<file path="config.mk">
export PLATFORM = sky130hd
export DESIGN_NAME = tlb_lookup_arbiter
export DESIGN_NICKNAME = d
export VERILOG_FILES = /design/src/rtl/tlb_lookup_arbiter.sv
export SDC_FILE = /design/constraint.sdc
export NUM_CORES = 1
export LEC_CHECK = 0
export BUFFER_PORTS_ARGS = -buffer_cell sky130_fd_sc_hd__buf_2
export CAP_MARGIN = 25
export CORE_AREA = 2 2 167 169
export DETAILED_ROUTE_END_ITERATION = 7
export DIE_AREA = 0 0 169 171
export GPL_ROUTABILITY_DRIVEN = 0
export PLACE_DENSITY = 0.44
export SETUP_SLACK_MARGIN = 0.2
export SYNTH_ARGS = -nofsm -noshare
export SYNTH_HDL_FRONTEND = slang
export SYNTH_SLANG_ARGS = --single-unit
</file>
<file path="constraint.sdc">
create_clock -name clk -period 4.55 [get_ports clk]
set_input_delay 0.6825 -clock clk [delete_from_list [all_inputs] [get_ports clk]]
set_output_delay 0.6825 -clock clk [all_outputs]
set_load 0.03 [all_outputs]
</file>
<file path="src/rtl/tlb_lookup_arbiter.sv">
// Two-port (fetch / mem) lookup arbiter in front of an 8-entry TLB: one lookup per cycle,
// M priority with fetch anti-starvation, registered response. Optional TLB_ARB_PERF_CNT_EN adds hit/miss counters.

module tlb_entry_cmp (
  input  logic [43:0] entry,
  input  logic [19:0] vpn,
  output logic        hit,
  output logic [2:0]  pfn,
  output logic        wbl
);
  logic unused_bits;
  assign unused_bits = ^{entry[23:7], entry[0]};

  assign hit = (entry[43:24] == vpn) & entry[3] & entry[2];
  assign pfn = entry[6:4];
  assign wbl = entry[1];
endmodule

module tlb_lookup_arbiter #(
  parameter int STARVE_LIMIT = 3,
  parameter int CNT_W        = 2
) (
  input  logic         clk,
  input  logic         rst_n,
  input  logic [351:0] TLB,
  input  logic         f_req,
  input  logic [31:0]  f_vaddr,
  output logic         f_gnt,
  output logic         f_rsp_vld,
  output logic [2:0]   f_PFN,
  output logic         f_page_fault,
  input  logic         m_req,
  input  logic [31:0]  m_vaddr,
  input  logic         m_wr,
  output logic         m_gnt,
  output logic         m_rsp_vld,
  output logic [2:0]   m_PFN,
  output logic         m_page_fault
`ifdef TLB_ARB_PERF_CNT_EN
  ,
  output logic [15:0]  hit_cnt,
  output logic [15:0]  miss_cnt
`endif
);
  localparam int NUM_ENT = 8;
  localparam int ENT_W   = 44;

  typedef struct packed {
    logic [31:0] vaddr;
    logic        wr;
  } lkup_req_t;

  typedef struct packed {
    logic [2:0] pfn;
    logic       fault;
  } lkup_rsp_t;

  logic [CNT_W-1:0] starve_cnt;
  logic             starved, f_win, m_win;

  assign starved = (starve_cnt == CNT_W'(STARVE_LIMIT));
  assign f_win   = f_req & (~m_req | starved);
  assign m_win   = m_req & ~f_win;
  // Grants are masked by reset so nothing can be launched while held in reset.
  assign f_gnt   = f_win & rst_n;
  assign m_gnt   = m_win & rst_n;

  lkup_req_t req;
  always_comb begin
    req.vaddr = f_gnt ? f_vaddr : m_vaddr;
    req.wr    = m_gnt & m_wr;
  end

  logic unused_off;
  assign unused_off = ^req.vaddr[11:0];

  logic [NUM_ENT-1:0]      hit, wbl;
  logic [NUM_ENT-1:0][2:0] pfn;

  for (genvar g = 0; g < NUM_ENT; g++) begin : g_ent
    tlb_entry_cmp u_cmp (
      .entry (TLB[ENT_W*g +: ENT_W]),
      .vpn   (req.vaddr[31:12]),
      .hit   (hit[g]),
      .pfn   (pfn[g]),
      .wbl   (wbl[g])
    );
  end

  logic      single, sel_wbl;
  logic [2:0] sel_pfn;
  lkup_rsp_t rsp;

  // Multi-hit returns PFN 0 without faulting; write protection only applies to a unique hit.
  always_comb begin
    single  = (hit != '0) && ((hit & (hit - NUM_ENT'(1))) == '0);
    sel_pfn = '0;
    sel_wbl = 1'b0;
    for (int i = 0; i < NUM_ENT; i++) begin
      if (hit[i]) begin
        sel_pfn = sel_pfn | pfn[i];
        sel_wbl = sel_wbl | wbl[i];
      end
    end
    rsp.pfn   = single ? sel_pfn : 3'd0;
    rsp.fault = (hit == '0) | (single & req.wr & ~sel_wbl);
  end

  always_ff @(posedge clk or negedge rst_n) begin
    if (!rst_n) begin
      starve_cnt   <= '0;
      f_rsp_vld    <= 1'b0;
      m_rsp_vld    <= 1'b0;
      f_PFN        <= '0;
      f_page_fault <= 1'b0;
      m_PFN        <= '0;
      m_page_fault <= 1'b0;
    end else begin
      f_rsp_vld <= f_gnt;
      m_rsp_vld <= m_gnt;
      if (f_gnt) {f_PFN, f_page_fault} <= rsp;
      if (m_gnt) {m_PFN, m_page_fault} <= rsp;
      if (!f_req || f_gnt)  starve_cnt <= '0;
      else if (!starved)    starve_cnt <= starve_cnt + CNT_W'(1);
    end
  end

`ifdef TLB_ARB_PERF_CNT_EN
  always_ff @(posedge clk or negedge rst_n) begin
    if (!rst_n) begin
      hit_cnt  <= '0;
      miss_cnt <= '0;
    end else if (f_gnt | m_gnt) begin
      if (!rsp.fault && hit_cnt  != 16'hFFFF) hit_cnt  <= hit_cnt  + 16'd1;
      if (rsp.fault  && miss_cnt != 16'hFFFF) miss_cnt <= miss_cnt + 16'd1;
    end
  end
`endif
endmodule

</file>
== Yosys cells after proc, flatten, opt, wreduce, memory -nomap -nowiden ==
Cells that the tools add are included.

* Flip-flop bits (word level): 12
* Word-level logic and storage cells: 88

* $add $sub $neg: 2
* Equal/unequal tests: 10
* Multiplexer cells: 20
* Bitwise logic cells: 43
* Reductions and logical operators: 6

{| class="wikitable"
|+ Operators by type and width
! cell !! count
|-
| $eq 20x20->1 || 8
|-
| $mux 32 || 1
|-
| $mux 3 || 9
|-
| $and 1x1->1 || 23
|-
| $or 3x3->3 || 7
|-
| $logic_not 8->1 || 2
|-
| $or 1x1->1 || 9
|-
| $and 8x8->8 || 1
|-
| $mux 1 || 8
|-
| $reduce_bool 8->1 || 1
|-
| $sub 8x1->8 const B || 1
|-
| $mux 2 || 2
|-
| $not 1->1 || 3
|-
| $add 2x1->2 const B || 1
|-
| $eq 2x2->1 const B || 1
|-
| $ne 2x1->1 const B || 1
|-
| $logic_and 1x1->1 || 1
|-
| $logic_not 1->1 || 1
|-
| $logic_or 1x1->1 || 1
|}

== Logic depth before layout (Yosys ltp) ==
Gate-level depths: netlist of run 1.

* Word-level depth: 26
* Mapped depth: 15
* Gate-level depth less buffers: 12

== By module ==
From an unflattened synthesis of run 1, not the netlist that was laid out.

* Cells, all modules: 393
* Area, all modules: 3,056.7 µm²

{| class="wikitable"
|+ By module, submodules not included
! module !! instances !! cells an instance !! area an instance (µm²) !! sequential area each (µm²)
|-
| tlb_entry_cmp || 8 || 31 || 255.2 || 0.0
|-
| tlb_lookup_arbiter || 1 || 145 || 1,014.7 || 300.3
|}

== Least setup slack after synthesis of run 1 ==
OpenSTA, ideal clock, no wires.

* Kind: input to register
* Start point: input port rst_n
* End point: register m_PFN[0]
* Setup time: 96 ps
* Arrival: 3,538 ps
* Data required time: 4,454 ps
* Setup slack: 916 ps
* Cell stages on the path: 11
* Buffers on the path: 1
* Path through: and2_2 > buf_4 > nand3_1 > a21oi_1 > or4_1 > or4_4 > nor4_4 > or4b_1 > a21oi_2 > a311oi_2 > o31ai_1

* Word-level cells in the longest chain between the ends: 21
* Elaborated cells between the ends (all ways): 48
* Classes of those cells: 1 x add/sub; 8 x eq/ne; 10 x mux; 26 x bitwise; 3 x reduce/logical

{| class="wikitable"
|+ Ends and longest elaborated chain
! item !! line !! text
|-
| start: declaration || 24 || <nowiki>input logic rst_n,</nowiki>
|-
| $and 1x1->1 || 65 || <nowiki>assign f_gnt = f_win & rst_n;</nowiki>
|-
| $mux 32 || 70 || <nowiki>req.vaddr = f_gnt ? f_vaddr : m_vaddr;</nowiki>
|-
| $eq 20x20->1 || 14 || <nowiki>assign hit = (entry[43:24] == vpn) & entry[3] & entry[2];</nowiki>
|-
| $and 1x1->1 (2 in series) || 14 ||
|-
| $mux 3 || 100 || <nowiki>if (hit[i]) begin</nowiki>
|-
| $or 3x3->3 || 101 || <nowiki>sel_pfn = sel_pfn | pfn[i];</nowiki>
|-
| $mux 3 || 100 ||
|-
| $or 3x3->3 || 101 ||
|-
| [... 4 more ...] || - ||
|-
| $mux 3 || 100 ||
|-
| $or 3x3->3 || 101 ||
|-
| $mux 3 || 100 ||
|-
| $or 3x3->3 || 101 ||
|-
| $mux 3 || 100 ||
|-
| $or 3x3->3 || 101 ||
|-
| $mux 3 || 100 ||
|-
| $mux 3 || 105 || <nowiki>rsp.pfn = single ? sel_pfn : 3'd0;</nowiki>
|-
| end signal: assignment || 122 || <nowiki>if (m_gnt) {m_PFN, m_page_fault} <= rsp;</nowiki>
|-
| end: declaration || 37 || <nowiki>output logic [2:0] m_PFN,</nowiki>
|}

Several ways; a longest one is shown, not always the timed one.
A chain may end at the register's enable or synchronous reset.

== Worst setup path after layout of run 1 ==
* Start point: register starve_cnt[0]
* End point: register m_PFN[0]

* Word-level cells in the longest chain between the ends: 24
* Elaborated cells between the ends (all ways): 53
* Classes of those cells: 1 x add/sub; 9 x eq/ne; 10 x mux; 30 x bitwise; 3 x reduce/logical

{| class="wikitable"
|+ Ends and longest elaborated chain
! item !! line !! text
|-
| start: declaration || 58 || <nowiki>logic [CNT_W-1:0] starve_cnt;</nowiki>
|-
| start signal: assignment || 124 || <nowiki>else if (!starved) starve_cnt <= starve_cnt + CNT_W'(1);</nowiki>
|-
| $eq 2x2->1 (*) || 61 || <nowiki>assign starved = (starve_cnt == CNT_W'(STARVE_LIMIT));</nowiki>
|-
| $or 1x1->1 (*) || 62 || <nowiki>assign f_win = f_req & (~m_req | starved);</nowiki>
|-
| $and 1x1->1 (*) || 62 ||
|-
| $and 1x1->1 || 65 ||
|-
| $mux 32 || 70 ||
|-
| $eq 20x20->1 || 14 ||
|-
| $and 1x1->1 (2 in series) || 14 ||
|-
| $mux 3 || 100 ||
|-
| [... 7 more ...] || - ||
|-
| $mux 3 || 100 ||
|-
| $or 3x3->3 || 101 ||
|-
| $mux 3 || 100 ||
|-
| $or 3x3->3 || 101 ||
|-
| $mux 3 || 100 ||
|-
| $or 3x3->3 || 101 ||
|-
| $mux 3 || 100 ||
|-
| $mux 3 || 105 ||
|}

Mark *: on every way between the ends. The rest lies on a longest branch, timed or not.

==> results of run 1 <==
[worst max-delay path by stage]
stage                        startpoint        to  slack (ns)  cells after the start
after floorplan                   rst_n  m_PFN[0]        0.92                     11
after global placement            m_req  f_PFN[1]        0.18                     13
after detailed placement          m_req  m_PFN[0]        0.14                     13
after CTS                 starve_cnt[0]  m_PFN[0]        0.28                     13
after global routing      starve_cnt[0]  f_PFN[1]        0.18                     11
final                     starve_cnt[0]  m_PFN[0]        0.41                     13
[where the power goes]
part           switching (W)  total (W)  internal (W)
combinational       0.000456   0.000737      0.000281
clock              0.0000447   0.000177      0.000133
sequential        0.00000168   0.000112      0.000111
[cell type report]
class / instances / share of cell area
multi-input cells: 647 / 0.609
repair buffers: 322 / 0.241
well taps: 346 / 0.0585
flip-flops and latches: 12 / 0.0406
inverters: 74 / 0.0379
clock buffers: 4 / 0.0120
diodes: 2 / 0.000677
[Yosys cell counts (all sizes together) (7+ instances only)]
master   instances
nand3           33
a221oi          15
dfrtp           12
or4             11
o22ai           16
nor2b            8
nor2            36
a21o             9
o2111ai         10
o221ai          15
nand2           39
nand2b          19
xor2            44
a222oi          12
xnor2           59
o21ai           43
buf             18
a22oi           15
and3            13
and2            14
o2bb2ai          7
clkbuf          31
inv             74
a21oi           51
nor4            20
o31ai            8
a211oi           8
nor3            23
a2111oi         12
nand4           20
[layout by cell type, fill, tap and decap left out, drive strengths merged, types with 7 or more instances in the layout]
master / synthesis / layout
nand3: 33 / 33
o31ai: 8 / 8
nor2: 36 / 36
dfrtp: 12 / 12
or4: 11 / 11
and3: 13 / 13
a2111oi: 12 / 12
a21oi: 51 / 51
a21o: 9 / 9
xor2: 44 / 44
nand2: 39 / 39
buf: 18 / 322
o21ai: 43 / 43
nor4: 20 / 20
o221ai: 15 / 15
and2: 14 / 14
nand4: 20 / 20
a221oi: 15 / 15
o22ai: 16 / 16
a222oi: 12 / 12
inv: 74 / 74
nor3: 23 / 23
nand2b: 19 / 19
xnor2: 59 / 59
a211oi: 8 / 8
o2111ai: 10 / 10
nor2b: 8 / 8
o2bb2ai: 7 / 7
a22oi: 15 / 15
[worst max-delay path, stage by stage, from the launching register on]
cell	delay, ns
dfrtp_1	0.38
ha_1	0.30
nand2b_4	0.29
a21oi_1	0.59
buf_4	0.25
o21ai_0	0.07
a222oi_1	0.29
buf_4	0.19
and4_1	0.17
and4b_1	0.27
or4b_2	0.62
a21oi_2	0.23
a311oi_4	0.09
o31ai_1	0.27
[logic make-up after synthesis]
logic type	synth area share
buffers and inverters	0.0956
xor gates and xnor gates	0.171
adders and majority gates	0.00427
AOI/OAI and AO/OA	0.373
and+or+nand+nor	0.289
muxes	0.0107
DFF	0.0569
[layer usage]
layer	routed length (um)	vias to the layer above	GRT usage
met5	13	-	0
met4	1430	2	0.0877
met3	4750	88	0.0530
met2	16900	662	0.405
met1	16100	3856	0.352
li1	-	3566	-
[per-stage QoR]
stage	instances	utilization
floorplan	782	-
global placement	1398	0.265
detailed placement	1398	0.265
CTS	1402	0.268
global route	1407	0.271
finish	1407	0.271
[flip-flops by register name, summed over array words and instances, names as in the netlist]
name / flops
f_page_fault: 1
m_page_fault: 1
m_rsp_vld: 1
f_rsp_vld: 1
m_PFN: 3
f_PFN: 3
starve_cnt: 2
[repair_timing]
item	4_1_cts	5_1_grt
setup buffers	0	3
gates resized for setup	0	8
endpoints found under the setup margin	0	6
==> flow_metrics.py, run 1 <==
metrics = {
    "min_path": {
        "hold_class": "input pin to async pin",
    },
    "critical_path": {
        "required_ns": 4.69,
        "start_kind": "register",
        "critical_path_class": "register to register",
        "path_max_fanout": 15,
        "r2r_start": "starve_cnt[0]",
        "r2r_end": "m_PFN[0]",
        "worstPathArrival_ns": 4.28,
        "setup.worst_path.end_class": "register",
        "worst-r2r-cell-count": 13,
        "reg2reg_slack_ns": 0.41,
    },
    "routing": {
        "drt_pass1_iterations": 6,
        "finalWirelength_um": 39200,
        "drc": 0,
        "drt-initial-drc-count": 1094,
        "dr_total_vias": 8174,
        "ant_nets": 0,
        "wire_per_inst_um": 27.9,
        "via_per_inst": 5.81,
    },
    "logic_synthesis": {
        "synth-main-ff-cell": "dfrtp_1",
        "ys_ff_latch": 12,
        "synth_top_area_frac": 0.0979,
        "synth_area_per_cell_um2": 6.75,
        "synth_cells": 782,
        "synthDistinctLibCells": 82,
        "syn-num-nets": 1204,
        "synthTopCellsByArea": "xnor2_1 (9.8%), xor2_1 (7.3%), dfrtp_1 (5.7%)",
        "synthArstFlopShare": 1.00,
        "synth_edf_count": 0,
        "synth_warnings": 0,
        "yosysTopAreaCell": "xnor2_1",
        "synth_area_mm2": 0.00528,
        "seq_area_frac_synth": 0.0569,
    },
    "floorplanning": {
        "die_w_um": 169,
        "ios": 433,
        "fp-row-count": 61,
        "initial_core_util": 0.193,
        "fp.dieH_um": 171,
        "core_area_mm2": 0.0273,
        "dieArea_mm2": 0.0289,
    },
    "global_route": {
        "grt_pass1_vias": 7690,
        "grt_max_degree": 22,
        "antenna_found_initial": 3,
        "gr-total-overflow": 0,
        "grt_first_pass_wirelength_um": 53600,
        "track_usage": 0.258,
    },
    "cts": {
        "clk_latency_ns": 0.24,
        "clock_sink_count": 12,
        "ctsHoldBuffers": 0,
        "root_buffer": "clkbuf_16",
        "clk_pin_slew_worst_paths_ns": 0.04,
        "clk_path_buf_depth": 2,
        "cts_tree": "done",
        "numCtsBuffers": 3,
        "cts_max_level": 1,
    },
    "cells_and_area": {
        "fin_nets": 1482,
        "syn_to_final_growth_pct": 40.2,
        "multiInputGateArea_mm2": 0.00451,
        "final_area_mm2": 0.00740,
        "drive_gt1_frac": 0.329,
        "n_fill_cell": 3115,
        "register_area_um2": 300,
    },
    "sta": {
        "fin_crit_ns": 4.14,
        "hold_slack_ns": 0.417,
        "fmax_ghz": 0.242,
        "fin_crit_sh": 0.909,
        "setup_viol": 0,
        "slew-limit-headroom": 0.497,
        "hold_violations": 0,
        "setup_tns_ns": 0,
        "rsz0062_at_grt": "no",
        "tightest_slew_ns": 0.748,
        "setup_ws_ns": 0.412,
        "fin_skew_ns": 0.00140,
        "slew_violations": 0,
    },
    "placement": {
        "place_area_mm2": 0.00724,
        "dp.final_hpwl_um": 32800,
        "place.port_buffers": 264,
        "place_ws_ns": 0.139,
    },
    "flow_run": {
        "drv_cap": 0,
    },
    "pwr": {
        "p_leak_nw": 3.28,
        "max-vdd-ir-drop_mv": 0.0899,
        "p_total_w": 0.00103,
        "p_per_area_mw_per_mm2": 139,
    },
    "status": {
        "status": "completed",
    },
}
(Power assumes the default switching activity.)
==> run 2, diff against run 1 <==
--- a/config.mk
+++ b/config.mk
@@ -11,7 +11,7 @@
 export DETAILED_ROUTE_END_ITERATION = 7
 export DIE_AREA = 0 0 169 171
 export GPL_ROUTABILITY_DRIVEN = 0
-export PLACE_DENSITY = 0.44
+export PLACE_DENSITY_LB_ADDON = 0.12
 export SETUP_SLACK_MARGIN = 0.2
 export SYNTH_ARGS = -nofsm -noshare
 export SYNTH_HDL_FRONTEND = slang
==> run 2 against run 1 <==
Core utilization barely moved; first-iteration DRC count is 24% lower; sequential cell count did not move; critical path type is now input pin to register; largest cell class unchanged; largest power group unchanged.
==> flow_metrics.py, run 2 (synthesized netlist as in run 1, its figures left out) <==
metrics = {
    "critical_path": {
        "worstPathArrival_ns": 4.21,
        "cp_slowest_cell": "or4_1",
        "start_kind": "input pin",
        "startpoint": "f_req",
        "path_delay_family": "simple AND/OR/NAND/NOR gates",
        "r2r_start": "starve_cnt[0]",
        "cp_num_buf_inv": 3,
        "slowest_delay_ns": 0.54,
        "r2r_end": "f_PFN[1]",
        "setup.worst_path.end_class": "register",
        "reg2reg_slack_ns": 0.46,
        "path_max_fanout": 11,
        "worst-r2r-cell-count": 12,
        "crit_chain": "buf_2, and2_2, buf_12, nand2_4, mux2_4, or4_1, or4_4, nor4_4, buf_4, a211o_1, nor3_1, a311oi_2, o31ai_1",
        "required_ns": 4.65,
        "critical_path_class": "input pin to register",
    },
    "cts": {
        "post_cts_buffers": 0,
        "ctsHoldBuffers": 0,
        "cts_max_level": 1,
        "clk_pin_slew_worst_paths_ns": 0.04,
        "clock_sink_count": 12,
        "cts_tree": "done",
        "cts-resized-gates": 1,
        "clk_latency_ns": 0.24,
        "root_buffer": "clkbuf_16",
        "clk_path_buf_depth": 2,
        "numCtsBuffers": 3,
    },
    "cells_and_area": {
        "fin_nets": 1480,
        "n_fill_cell": 3126,
        "final_common_cell": "buf_2",
        "drive_gt1_frac": 0.327,
        "syn_to_final_growth_pct": 40.1,
        "final_cell_mix": "buf_2 (264), inv_1 (73), xnor2_1 (59)",
        "largestRegisters": "f_PFN x3, m_PFN x3, starve_cnt x2",
        "final_area_mm2": 0.00739,
    },
    "global_route": {
        "grt_pass1_vias": 7621,
        "grt_use_met3": 0.0567,
        "grtUsageMet2": 0.413,
        "track_usage": 0.265,
        "gr-total-overflow": 0,
        "grt_first_pass_wirelength_um": 54300,
        "use_met1": 0.364,
        "antenna_found_initial": 1,
        "busiest_layer": "met2",
        "grt_max_degree": 31,
    },
    "sta": {
        "fin_crit_ns": 4.10,
        "tightest_slew_ns": 0.768,
        "fin_skew_ns": 0.000862,
        "setup_ws_ns": 0.445,
        "hold_slack_ns": 0.363,
        "slew-limit-headroom": 0.483,
        "setup_tns_ns": 0,
        "setup_viol": 0,
        "fmax_ghz": 0.244,
        "hold_violations": 0,
        "fin_crit_sh": 0.902,
        "rsz0062_at_grt": "no",
        "slew_violations": 0,
    },
    "placement": {
        "place.port_buffers": 264,
        "place_ws_ns": 0.0204,
        "place_area_mm2": 0.00729,
        "dp.final_hpwl_um": 33400,
    },
    "floorplanning": {
        "die_w_um": 169,
        "core_area_mm2": 0.0273,
        "fp.dieH_um": 171,
        "fp-row-count": 61,
        "initial_core_util": 0.193,
        "ios": 433,
        "dieArea_mm2": 0.0289,
    },
    "routing": {
        "wire_per_inst_um": 28.6,
        "drt_pass1_iterations": 7,
        "finalWirelength_um": 40200,
        "dr_total_vias": 7978,
        "drc": 0,
        "drt-initial-drc-count": 836,
        "ant_nets": 0,
        "via_per_inst": 5.68,
    },
    "pwr": {
        "max-vdd-ir-drop_mv": 0.0868,
        "p_leak_nw": 3.28,
        "p_per_area_mw_per_mm2": 140,
        "p_total_w": 0.00103,
    },
    "status": {
        "status": "completed",
    },
    "min_path": {
        "hold_class": "input pin to async pin",
    },
    "flow_run": {
        "drv_cap": 0,
    },
}
-- run 2: cell count changes in the layout (fill, tap and decap cells not counted) --
cell,previous run,this run
inv_4,1,0
buf_12,2,5
a311oi_2,0,1
buf_4,56,51
a311oi_4,1,0
nor3_1,20,21
o21ai_2,0,2
o21ai_4,1,0
diode_2,2,1
nor3_2,3,2
inv_2,0,1
o21ai_1,7,6
-- run 2: how the worst max path moves through the flow --
stage,end,slack (ns),cells past startpoint
floorplan,m_PFN[0],0.92,11
global placement,m_PFN[1],0.08,12
detailed placement,f_PFN[0],0.02,12
CTS,f_PFN[0],0.30,14
global route,f_PFN[1],0.18,12
finish,f_PFN[1],0.45,13
-- run 2: layer usage --
| metal | up-vias | part of all wire |
|---|---|---|
| li1 | 3561 | - |
| met1 | 3791 | 0.44 |
| met2 | 553 | 0.43 |
| met3 | 73 | 0.10 |
| met4 | 0 | 0.036 |
| met5 | - | 0 |
-- run 2: layout make-up --
class                           instances  area, um^2  share of cell area
Sequential cell                        12         300              0.0406
Antenna cell                            1        2.50            0.000338
Tap cell                              346         433              0.0586
Clock buffer                            4        88.8              0.0120
Inverter                               74         278              0.0376
Timing Repair Buffer                  320        1800               0.244
Multi-Input combinational cell        647        4490               0.607
-- run 2: per-stage QoR --
step                      utilization  instances
after floorplan                     -        782
after global routing            0.270       1403
final                           0.271       1404
after CTS                       0.270       1403
after global placement          0.267       1399
after detailed placement        0.267       1399
-- run 2: power by group --
| part | internal (W) | leakage, nW | switching (W) |
|---|---|---|---|
| sequential | 0.000111 | 0.154 | 0.00000172 |
| clock | 0.000133 | 0.0442 | 0.0000451 |
| combinational | 0.000282 | 3.08 | 0.000459 |
==> run 3, diff against run 2 <==
--- a/config.mk
+++ b/config.mk
@@ -5,11 +5,12 @@
 export SDC_FILE = /design/constraint.sdc
 export NUM_CORES = 1
 export LEC_CHECK = 0
+export ABC_AREA = 1
 export BUFFER_PORTS_ARGS = -buffer_cell sky130_fd_sc_hd__buf_2
 export CAP_MARGIN = 25
-export CORE_AREA = 2 2 167 169
+export CORE_AREA = 2 2 170 172
 export DETAILED_ROUTE_END_ITERATION = 7
-export DIE_AREA = 0 0 169 171
+export DIE_AREA = 0 0 172 174
 export GPL_ROUTABILITY_DRIVEN = 0
 export PLACE_DENSITY_LB_ADDON = 0.12
 export SETUP_SLACK_MARGIN = 0.2
==> constraint.sdc (replaced) <==
create_clock -name clk -period 4.55 [get_ports clk]
set_input_delay 0.6825 -clock clk [delete_from_list [all_inputs] [get_ports clk]]
set_output_delay 0.6825 -clock clk [all_outputs]
set_load 0.1 [all_outputs]
==> run 3 against run 2 <==
Fmax grew 9.7%; sequential cell count stayed put; combinational power grew 15%.
==> flow_metrics.py, run 3 <==
metrics = {
    "logic_synthesis": {
        "syn-num-nets": 1774,
        "synthTopCellsByArea": "nand2_1 (36%), inv_1 (13%), nand3_1 (12%)",
        "synth_warnings": 0,
        "synthArstFlopShare": 1.00,
        "synthDistinctLibCells": 31,
        "synth_compound_area_frac": 0.0218,
        "yosysTopAreaCell": "nand2_1",
        "synthXorXnorAreaFrac": 0.00286,
        "synth_area_per_cell_um2": 4.54,
        "synth_top_family_by_area": "simple AND/OR/NAND/NOR gates",
        "synthSimpleGateAreaFrac": 0.760,
        "synth-main-ff-cell": "dfrtp_1",
        "synthMuxAreaShare": 0.00490,
        "synth_cells": 1352,
        "synth_area_mm2": 0.00613,
        "synth_top_area_frac": 0.361,
        "synthAdderAreaFrac": 0.00204,
        "seq_area_frac_synth": 0.0490,
        "synthMostInstantiatedCell": "nand2_1",
        "synth_common_cells": "nand2_1 (589), inv_1 (220), nor2_1 (193), nand3_1 (146), nand4_1 (50)",
        "synth_edf_count": 0,
        "ys_ff_latch": 12,
    },
    "pwr": {
        "max-vdd-ir-drop_mv": 0.102,
        "p_leak_nw": 5.28,
        "p_per_area_mw_per_mm2": 145,
        "p_total_w": 0.00116,
    },
    "cts": {
        "numCtsBuffers": 3,
        "cts-resized-gates": 0,
        "post_cts_buffers": 0,
        "ctsHoldBuffers": 0,
        "clk_path_buf_depth": 2,
        "cts_max_level": 1,
        "clock_sink_count": 12,
        "clk_latency_ns": 0.24,
        "clk_pin_slew_worst_paths_ns": 0.04,
        "cts_tree": "done",
        "root_buffer": "clkbuf_16",
    },
    "status": {
        "status": "completed",
    },
    "cells_and_area": {
        "fin_nets": 2032,
        "final_common_cell": "nand2_1",
        "layout.cells.non_filler": 1997,
        "syn_to_final_growth_pct": 30.1,
        "drive_gt1_frac": 0.211,
        "largestRegisters": "f_PFN x3, m_PFN x3, starve_cnt x2",
        "final_cell_mix": "nand2_1 (589), buf_2 (264), inv_1 (220)",
    },
    "routing": {
        "drt-initial-drc-count": 821,
        "drt-met1-wl_um": 17500,
        "finalWirelength_um": 39400,
        "drt_pass1_iterations": 6,
        "dr_wl_met3_um": 3870,
        "wire_per_inst_um": 19.7,
        "dr_total_vias": 9346,
        "top_layer": "met5",
        "ant_nets": 0,
        "dr_wl_met2_um": 16400,
        "via_per_inst": 4.68,
        "drc": 0,
    },
    "floorplanning": {
        "fp.dieH_um": 174,
        "die_w_um": 172,
        "ios": 433,
        "core_area_mm2": 0.0282,
        "fp-row-count": 62,
        "initial_core_util": 0.217,
        "dieArea_mm2": 0.0299,
    },
    "placement": {
        "dp.final_hpwl_um": 32600,
        "place.port_buffers": 264,
        "place_inst": 1989,
    },
    "flow_run": {
        "drv_cap": 0,
    },
    "sta": {
        "rsz0062_at_grt": "no",
        "fmax_ghz": 0.267,
        "hold_slack_ns": 0.473,
        "fin_crit_sh": 0.822,
        "fin_crit_ns": 3.74,
        "setup_tns_ns": 0,
        "slew-limit-headroom": 0.489,
        "slew_violations": 0,
        "fin_skew_ns": 0.000438,
        "hold_violations": 0,
        "tightest_slew_ns": 0.765,
        "setup_viol": 0,
    },
    "critical_path": {
        "startpoint": "starve_cnt[0]",
        "required_ns": 4.69,
        "critical_path_class": "register to register",
        "r2r_start": "starve_cnt[0]",
        "path_max_fanout": 23,
        "worstPathArrival_ns": 3.88,
        "setup.worst_path.end_class": "register",
        "worst-r2r-cell-count": 24,
        "start_kind": "register",
    },
    "global_route": {
        "antenna_found_initial": 6,
        "track_usage": 0.256,
        "grt_pass1_vias": 8802,
        "grt_first_pass_wirelength_um": 55800,
        "grt_max_degree": 53,
        "gr-total-overflow": 0,
    },
    "min_path": {
        "hold_class": "input pin to async pin",
    },
}
## run 3: changes by cell type after synthesis, moves of 19 or more
cell	delta
a21oi_1	-42
nand4_1	+30
xor2_1	-42
clkbuf_1	-31
nor2_1	+157
o21ai_0	-23
xnor2_1	-59
nand3_1	+113
inv_1	+147
nor4_1	-19
nand3b_1	+22
nand2_1	+551
nand2_2	+32
## run 3: stage by stage
| step | utilization | setup slack, ns | instance area (um^2) |
|---|---|---|---|
| finish | 0.283 | 0.809 | 7980 |
| global route | 0.282 | 0.452 | 7970 |
| CTS | 0.282 | 0.867 | 7970 |
| detailed placement | 0.279 | 0.695 | 7880 |
| global placement | 0.279 | 0.721 | 7880 |
| floorplan | - | 1.78 | 6130 |
## run 3: critical path, cell delays in order, from the launching register on
cell	delay, ns
dfrtp_1	0.36
ha_1	0.22
inv_2	0.07
nand2_4	0.21
nand3_4	0.37
nand2_1	0.16
buf_4	0.27
nand2_1	0.27
buf_4	0.27
nand2_1	0.07
nand2_1	0.07
nor2_1	0.11
nand2_1	0.06
nor2_1	0.13
nand2_1	0.09
nor2_2	0.28
nand2_1	0.10
nand2_1	0.07
nand3_1	0.06
nand2_1	0.09
inv_2	0.05
nand3_1	0.08
nand3_1	0.07
nand2_1	0.08
inv_1	0.03
## run 3: per-layer routing
metal | global-route usage | vias up
li1 | - | 4693
met1 | 0.360 | 4052
met2 | 0.403 | 511
met3 | 0.0357 | 84
met4 | 0.0795 | 6
met5 | 0 | -
## run 3: worst paths after layout
check	endpoint	slack [ns]
setup / recovery	m_page_fault	0.81
hold / removal	starve_cnt[1]	0.47
max in group asynchronous	f_page_fault	3.84
min in group clk	f_PFN[1]	0.51
setup reg to reg	m_page_fault	0.81
hold reg to reg	f_PFN[1]	0.51
## run 3: cell type report
type	instances	area [um^2]
Antenna cell	4	10.0
Sequential cell	12	300
Fill cell	3496	20300
Tap cell	384	480
Inverter	223	837
Clock buffer	4	88.8
Timing Repair Buffer	274	1410
Multi-Input combinational cell	1096	4850
## run 3: cells by family after synthesis
| kind of cell | Yosys count |
|---|---|
| flops | 12 |
| fa+ha+maj | 1 |
| buf+inv | 244 |
| xor+xnor | 2 |
| compound gates | 25 |
| simple gates | 1065 |
| mux | 3 |
## run 3: report_power, final
group          leakage [nW]  internal [W]  switching [W]  total [W]
clock                0.0442      0.000133      0.0000491   0.000182
combinational          5.08      0.000263       0.000593   0.000856
sequential            0.148      0.000115     0.00000370   0.000118
total                  5.28      0.000511       0.000646    0.00116
